==> config.mk <==
export PLATFORM = sky130hd
export DESIGN_NAME = seq_divider
export DESIGN_NICKNAME = d
export VERILOG_FILES = /design/src/rtl/seq_divider_pkg.sv /design/src/rtl/seq_divider_div_step.sv /design/src/rtl/seq_divider.sv
export SDC_FILE = /design/constraint.sdc
export NUM_CORES = 1
export LEC_CHECK = 0
export CORE_ASPECT_RATIO = 0.5
export CORE_MARGIN = 4
export CORE_UTILIZATION = 57
export DETAILED_ROUTE_END_ITERATION = 16
export PLACE_DENSITY = 0.81
export SLEW_MARGIN = 20
export SYNTH_ARGS = -nofsm -noshare
export SYNTH_HDL_FRONTEND = slang
export SYNTH_SLANG_ARGS = --single-unit
==> constraint.sdc <==
create_clock -name clock -period 3.84 [get_ports clock]
set_clock_uncertainty 0.15 [all_clocks]
set_input_delay 0.96 -clock clock [delete_from_list [all_inputs] [get_ports clock]]
set_output_delay 0.96 -clock clock [all_outputs]
set_load 0.05 [all_outputs]
==> src/rtl/seq_divider_pkg.sv <==
// Shared definitions for the multdiv sequential divider: FSM encoding,
// default operand width and the most-negative constant helper.
package seq_divider_pkg;

    localparam int DIV_WIDTH = 32;

    typedef enum logic [1:0] {
        S_IDLE = 2'd0,
        S_CALC = 2'd1,
        S_FIX  = 2'd2,
        S_DONE = 2'd3
    } div_state_e;

    // Two's-complement most-negative value for widths up to 64 bits;
    // callers slice the low w bits.
    function automatic logic [63:0] most_neg(input int unsigned w);
        most_neg = 64'd1 << (w - 1);
    endfunction

endpackage

==> src/rtl/seq_divider_div_step.sv <==
// One restoring-division iteration: shift the next dividend bit into the
// partial remainder and subtract the divisor when it fits.
module div_step
    import seq_divider_pkg::*;
#(
    parameter int WIDTH = DIV_WIDTH
) (
    input  logic [WIDTH-1:0] rem_i,
    input  logic             dvd_bit_i,
    input  logic [WIDTH-1:0] dvs_i,
    output logic [WIDTH-1:0] rem_o,
    output logic             q_bit_o
);

    logic [WIDTH:0] shifted;
    logic [WIDTH:0] diff;

    // The shifted remainder is kept one bit wider so divisors above
    // 2^(WIDTH-1) still compare correctly; the result always fits WIDTH bits.
    always_comb begin
        shifted = {rem_i, dvd_bit_i};
        diff    = shifted - {1'b0, dvs_i};
        q_bit_o = ~diff[WIDTH];
        rem_o   = q_bit_o ? diff[WIDTH-1:0] : shifted[WIDTH-1:0];
    end

endmodule

==> src/rtl/seq_divider.sv <==
// Multi-cycle restoring divider, one quotient bit per clock, signed or
// unsigned per operation, behind the ctrl_DIV / inputRDY / resultRDY handshake.
module seq_divider
    import seq_divider_pkg::*;
#(
    parameter int WIDTH = DIV_WIDTH,
    parameter int CNT_W = $clog2(WIDTH) + 1
) (
    input  logic             clock,
    input  logic             resetn,
    input  logic             ctrl_DIV,
    input  logic             ctrl_signed,
    input  logic [WIDTH-1:0] data_operandA,
    input  logic [WIDTH-1:0] data_operandB,
    output logic [WIDTH-1:0] data_result,
    output logic [WIDTH-1:0] data_remainder,
    output logic             data_exception,
    output logic             data_overflow,
    output logic             data_inputRDY,
    output logic             data_resultRDY
);

    // Handshake: ctrl_DIV is accepted on a rising edge only while
    // data_inputRDY=1 (IDLE or DONE); data_resultRDY is high for the single
    // DONE cycle and the result outputs stay valid until the next result.

    localparam logic [63:0]      MOST_NEG_64 = most_neg(WIDTH);
    localparam logic [WIDTH-1:0] MOST_NEG    = MOST_NEG_64[WIDTH-1:0];
    localparam logic [CNT_W-1:0] CNT_INIT    = CNT_W'(WIDTH);
    localparam logic [CNT_W-1:0] CNT_ONE     = CNT_W'(1);

    div_state_e       state_q, state_d;
    logic [CNT_W-1:0] cnt_q, cnt_d;
    logic             prep_q, prep_d;
    logic [WIDTH-1:0] dvd_q, dvd_d;
    logic [WIDTH-1:0] dvs_q, dvs_d;
    logic [WIDTH-1:0] rem_q, rem_d;
    logic             a_neg_q, a_neg_d;
    logic             b_neg_q, b_neg_d;
    logic             dbz_q, dbz_d;
    logic             ovf_q, ovf_d;
    logic [WIDTH-1:0] result_q, result_d;
    logic [WIDTH-1:0] remainder_q, remainder_d;
    logic             exc_q, exc_d;
    logic             ovfl_q, ovfl_d;

    logic [WIDTH-1:0] step_rem;
    logic             step_qbit;

    div_step #(.WIDTH(WIDTH)) u_step (
        .rem_i     (rem_q),
        .dvd_bit_i (dvd_q[WIDTH-1]),
        .dvs_i     (dvs_q),
        .rem_o     (step_rem),
        .q_bit_o   (step_qbit)
    );

    always_comb begin
        state_d     = state_q;
        cnt_d       = cnt_q;
        prep_d      = prep_q;
        dvd_d       = dvd_q;
        dvs_d       = dvs_q;
        rem_d       = rem_q;
        a_neg_d     = a_neg_q;
        b_neg_d     = b_neg_q;
        dbz_d       = dbz_q;
        ovf_d       = ovf_q;
        result_d    = result_q;
        remainder_d = remainder_q;
        exc_d       = exc_q;
        ovfl_d      = ovfl_q;

        case (state_q)
            S_IDLE, S_DONE: begin
                state_d = S_IDLE;
                if (ctrl_DIV) begin
                    dvd_d   = data_operandA;
                    dvs_d   = data_operandB;
                    rem_d   = '0;
                    a_neg_d = ctrl_signed & data_operandA[WIDTH-1];
                    b_neg_d = ctrl_signed & data_operandB[WIDTH-1];
                    dbz_d   = (data_operandB == '0);
                    ovf_d   = ctrl_signed && (data_operandA == MOST_NEG) &&
                              (data_operandB == '1);
                    cnt_d   = CNT_INIT;
                    prep_d  = 1'b1;
                    state_d = (data_operandB == '0) ? S_FIX : S_CALC;
                end
            end

            S_CALC: begin
                // First CALC cycle turns the raw operands into magnitudes,
                // keeping the negators off the input path.
                if (prep_q) begin
                    prep_d = 1'b0;
                    dvd_d  = a_neg_q ? -dvd_q : dvd_q;
                    dvs_d  = b_neg_q ? -dvs_q : dvs_q;
                end else begin
                    rem_d = step_rem;
                    dvd_d = {dvd_q[WIDTH-2:0], step_qbit};
                    cnt_d = cnt_q - CNT_ONE;
                    if (cnt_q == CNT_ONE) begin
                        state_d = S_FIX;
                    end
                end
            end

            S_FIX: begin
                if (dbz_q) begin
                    result_d    = '1;
                    remainder_d = dvd_q;
                    exc_d       = 1'b1;
                    ovfl_d      = 1'b0;
                end else begin
                    result_d    = (a_neg_q ^ b_neg_q) ? -dvd_q : dvd_q;
                    remainder_d = a_neg_q ? -rem_q : rem_q;
                    exc_d       = 1'b0;
                    ovfl_d      = ovf_q;
                end
                state_d = S_DONE;
            end

            default: state_d = S_IDLE;
        endcase
    end

    always_ff @(posedge clock) begin
        if (!resetn) begin
            state_q     <= S_IDLE;
            cnt_q       <= '0;
            prep_q      <= 1'b0;
            dvd_q       <= '0;
            dvs_q       <= '0;
            rem_q       <= '0;
            a_neg_q     <= 1'b0;
            b_neg_q     <= 1'b0;
            dbz_q       <= 1'b0;
            ovf_q       <= 1'b0;
            result_q    <= '0;
            remainder_q <= '0;
            exc_q       <= 1'b0;
            ovfl_q      <= 1'b0;
        end else begin
            state_q     <= state_d;
            cnt_q       <= cnt_d;
            prep_q      <= prep_d;
            dvd_q       <= dvd_d;
            dvs_q       <= dvs_d;
            rem_q       <= rem_d;
            a_neg_q     <= a_neg_d;
            b_neg_q     <= b_neg_d;
            dbz_q       <= dbz_d;
            ovf_q       <= ovf_d;
            result_q    <= result_d;
            remainder_q <= remainder_d;
            exc_q       <= exc_d;
            ovfl_q      <= ovfl_d;
        end
    end

    assign data_result    = result_q;
    assign data_remainder = remainder_q;
    assign data_exception = exc_q;
    assign data_overflow  = ovfl_q;
    assign data_inputRDY  = (state_q == S_IDLE) || (state_q == S_DONE);
    assign data_resultRDY = (state_q == S_DONE);

endmodule

==> flow_results.org, run 1 <==
** Outcome
- Outcome :: finished clean

** Yosys
- The cell count after synthesis came out at 1582.
- EDFF count, synth :: 0
- Synthesis inferred 175 register bits.
- Share of async-settable or async-resettable flops after synthesis :: 0%
- The cell area that synthesis handed to floorplanning was 11800 um2.
- Yosys printed 0 warnings.
- Mapped Avg Cell Area :: 7.43 um2
- Of the synthesized area, sequential elements account for 29.8%.
- The netlist uses 69 different library cells.
- The number of nets handed over by synthesis was 1691.
- Among all flip-flop cells after synthesis, the most frequent one is sky130_fd_sc_hd__dfxtp_1.

** Floorplan
- In this run the horizontal extent of the chip is 211 um.
- The initial utilization of the core area, before any placement, comes to 59.2%.
- I/O pin count :: 136
- The core region is 19900 um2.
- Die boundary height :: 110 um
- The floorplan step defined a die boundary enclosing 23100 um2.
- Standard-cell row count :: 36

** Routing
- After the first detailed-routing iteration, the DRC count stood at 1369.
- Wires add up to 39.6 mm.
- The routed layout has 12493 vias.
- Post-DRT Antenna Nets :: 0
- For this run, design rule violations remaining after detail routing come to 0.
- Number of vias per cell after detailed routing :: 6.44
- Pre-antenna DRT Iters :: 6
- Routed wire length per instance :: 20.4 um

** Power and ir drop
- Net switching power :: 0.00530 W
- IR analysis of the VDD net gives a maximum drop of 0.464 mV.
- Logic pwr share :: 57.5%
- Of the total power, registers draw 27.0%.
- Power spread over the standard cell area amounts to 773 nW/um2.
- Clock network fraction of total power :: 15.6%
- Cell internal power was estimated by the tool at 0.00545 W.
- Proportion of total power due to net switching :: 49.3%
- Summed over all cells, the static leakage comes to 5.27 nW.

** Worst setup path
- Critical-path maximum fanout :: 5
- Data required time of the worst path :: 4.03 ns
- The worst setup path is of the reg2reg kind.
- Data arrival time at the worst-slack endpoint :: 3.77 ns
- STA classifies the critical path endpoint as a flop.
- The worst setup path is launched from a flop.

** Clock tree
- In this run the post-CTS setup repair buffer count came out at 0.
- Clock tree synthesis selected as its root buffer the cell sky130_fd_sc_hd__clkbuf_16.
- The longest clock path from root to sink contains 2 buffers.
- In this run, CTS created clock tree buffers numbering 17.
- Hold repair after CTS inserted 0 buffers.
- Clock-pin slew on the worst setup and hold paths :: 0.07 ns
- TritonCTS built the clock tree.
- Number of resized instances in the post-cts repair step :: 0
- Clk sink count :: 175
- CTS H-Tree Depth :: 4
- Clock latency at the later pin of the worst-skew pair :: 0.45 ns

** Timing
- Final setup violation count :: 0
- The number of hold-slack violations in the final timing report is 0.
- Fmax achieved :: 279 MHz
- Final period utilization :: 93.2%
- Slew @ Worst Pin :: 1.11 ns
- In the post-route analysis, the smallest setup slack over all paths is 0.261 ns.
- After layout, the minimum clock period comes to 3.58 ns.
- Number of max-slew violations in the final report :: 0
- RSZ-0062 raised after global routing :: false
- Hold Worst Slack :: 0.341 ns
- Setup total negative slack on the finished layout was measured at 0 ns.
- Slew Limit Headroom :: 25.5%

** Finish
- Filler Cell Count :: 1625
- In the final layout, the multi-input gates occupy 7610 um2.
- Share of cells above drive strength 1 :: 5.92%
- The net count of the finished layout is 1771.
- Compared with the post-synthesis result, the final layout area differs by 18.3%.
- Leading cell types in the layout, fill and taps excluded :: sky130_fd_sc_hd__o21ai_0, sky130_fd_sc_hd__dfxtp_1, sky130_fd_sc_hd__nand2_1, sky130_fd_sc_hd__a21oi_1, sky130_fd_sc_hd__clkdlybuf4s50_1
- Total area of sequential cells :: 3510 um2
- Leaving out fill and tap cells, the most frequent cell in the layout is sky130_fd_sc_hd__o21ai_0.

** Flow run
- Max-cap violations :: 0

** Global route
- Entering global routing, the biggest net connects 124 pins.
- The via count of the first global-routing pass is 11716.
- Global routing consumed, over all layers together, 34.0% of the routing resources.
- Remaining global-route overflow :: 0
- The first global-routing pass estimated 62.9 mm of wire.
- The number of antenna violations at the first check in global routing came to 2.

** Hold path
- Type of the most critical hold path :: reg2reg

** Place
- RePlAce Congestion :: 0.969
- Detailed placement finished with a half-perimeter wire length of 28.8 mm.
- Prior to clock tree synthesis, the placed netlist has a worst setup slack of 0.248 ns.
- Number of I/O port buffers :: 135
-- cell usage after synthesis (17+ instances only) --
master / count / share of area (%)
sky130_fd_sc_hd__or3_1: 17 / 0.91
sky130_fd_sc_hd__nand3_1: 43 / 1.8
sky130_fd_sc_hd__nand4_1: 17 / 0.91
sky130_fd_sc_hd__nand2_1: 169 / 5.4
sky130_fd_sc_hd__nor2b_1: 27 / 1.4
sky130_fd_sc_hd__clkbuf_1: 108 / 3.4
sky130_fd_sc_hd__dfxtp_1: 175 / 30
sky130_fd_sc_hd__a21oi_1: 145 / 6.2
sky130_fd_sc_hd__nor3_1: 40 / 1.7
sky130_fd_sc_hd__o211ai_1: 24 / 1.5
sky130_fd_sc_hd__mux2i_1: 48 / 4.1
sky130_fd_sc_hd__and2_1: 26 / 1.4
sky130_fd_sc_hd__nor4_1: 29 / 1.5
sky130_fd_sc_hd__xor2_1: 61 / 4.5
sky130_fd_sc_hd__nor2_1: 109 / 3.5
sky130_fd_sc_hd__xnor2_1: 34 / 2.5
sky130_fd_sc_hd__o21ai_0: 182 / 7.8
sky130_fd_sc_hd__a31oi_1: 23 / 1.2
sky130_fd_sc_hd__inv_1: 53 / 1.7
sky130_fd_sc_hd__ha_1: 40 / 4.3
-- layout make-up --
cell class,count,area share [%]
inverter,54,1.46
antenna,1,0.0180
timing repair buffer,179,12.2
clock inverter,7,0.405
sequential,175,25.2
clock buffer,22,3.48
tap,266,2.39
multi-input combinational,1235,54.8
-- worst max-delay path, cell delays in order (launching register included) --
cell and delay, ns:
sky130_fd_sc_hd__dfxtp_1 0.35, sky130_fd_sc_hd__inv_1 0.15, sky130_fd_sc_hd__ha_1 0.21, sky130_fd_sc_hd__or4b_4 0.49, sky130_fd_sc_hd__or4_4 0.51, sky130_fd_sc_hd__nand2b_4 0.16
sky130_fd_sc_hd__or4_4 0.44, sky130_fd_sc_hd__or4_4 0.47, sky130_fd_sc_hd__o41ai_4 0.24, sky130_fd_sc_hd__xnor2_1 0.10, sky130_fd_sc_hd__o21ai_1 0.12, sky130_fd_sc_hd__nand2_1 0.07
-- layer usage --
| layer | share of wire, % | routed length (um) | vias to the layer above | GRT usage [%] |
|---|---|---|---|---|
| met2 | 45 | 17900 | 603 | 55.1 |
| met3 | 9.5 | 3770 | 85 | 7.92 |
| li1 | - | - | 5840 | - |
| met1 | 43 | 16900 | 5963 | 45.5 |
| met5 | 0.028 | 11 | - | 0 |
| met4 | 2.7 | 1070 | 2 | 10.4 |
-- registers in the layout, summed over array words and instances (netlist names) --
register / flops
prep_q: 1
a_neg_q: 1
dvs_q: 32
dvd_q: 32
cnt_q: 6
b_neg_q: 1
dbz_q: 1
data_result: 32
data_exception: 1
state_q: 2
ovf_q: 1
rem_q: 32
data_overflow: 1
data_remainder: 32
-- path summary, 6_finish.rpt --
check,endpoint,slack (ns),from,cells past startpoint
max reg2reg,data_remainder[26]$_SDFFE_PN0P_,0.26,rem_q[0]$_SDFFE_PN0P_,11
max,data_remainder[26]$_SDFFE_PN0P_,0.26,rem_q[0]$_SDFFE_PN0P_,11
min,data_exception$_SDFFE_PN0P_,0.34,data_exception$_SDFFE_PN0P_,2
min reg2reg,data_exception$_SDFFE_PN0P_,0.34,data_exception$_SDFFE_PN0P_,2
-- power groups by stage --
stage                     sequential, W  clock, W  combinational (W)
final                           0.00290   0.00168            0.00618
after detailed placement        0.00291         0            0.00600
after floorplan                 0.00297         0            0.00426
after CTS                       0.00287   0.00168            0.00605
after global placement          0.00288         0            0.00583
after global routing            0.00297   0.00176            0.00673
-- cell families after synthesis --
| family | count (synthesis) | share of synthesized area, % |
|---|---|---|
| simple gates | 530 | 22.0 |
| flops | 175 | 29.8 |
| mux | 50 | 4.28 |
| buf+inv | 172 | 5.63 |
| xor+xnor | 95 | 7.08 |
| compound gates | 519 | 26.7 |
| fa+ha+maj | 41 | 4.43 |
-- stage by stage --
step	util [%]	total power [W]	cells	instance area [um2]
after floorplan	-	0.00723	1582	11800
after global placement	67.2	0.00871	1909	13400
after detailed placement	67.2	0.00890	1909	13400
after CTS	70.0	0.0106	1938	13900
after global routing	70.0	0.0115	1939	13900
final	70.0	0.0107	1939	13900
Power figures use the tool's default switching activity.
==> inputs of run 2 (changes only) <==
--- a/config.mk
+++ b/config.mk
@@ -10,6 +10,7 @@
 export CORE_UTILIZATION = 57
 export DETAILED_ROUTE_END_ITERATION = 16
 export PLACE_DENSITY = 0.81
+export SKIP_CTS_REPAIR_TIMING = 1
 export SLEW_MARGIN = 20
 export SYNTH_ARGS = -nofsm -noshare
 export SYNTH_HDL_FRONTEND = slang
==> results of run 2 <==
The final DEF is identical to that of run 1; final timing and power are the same.
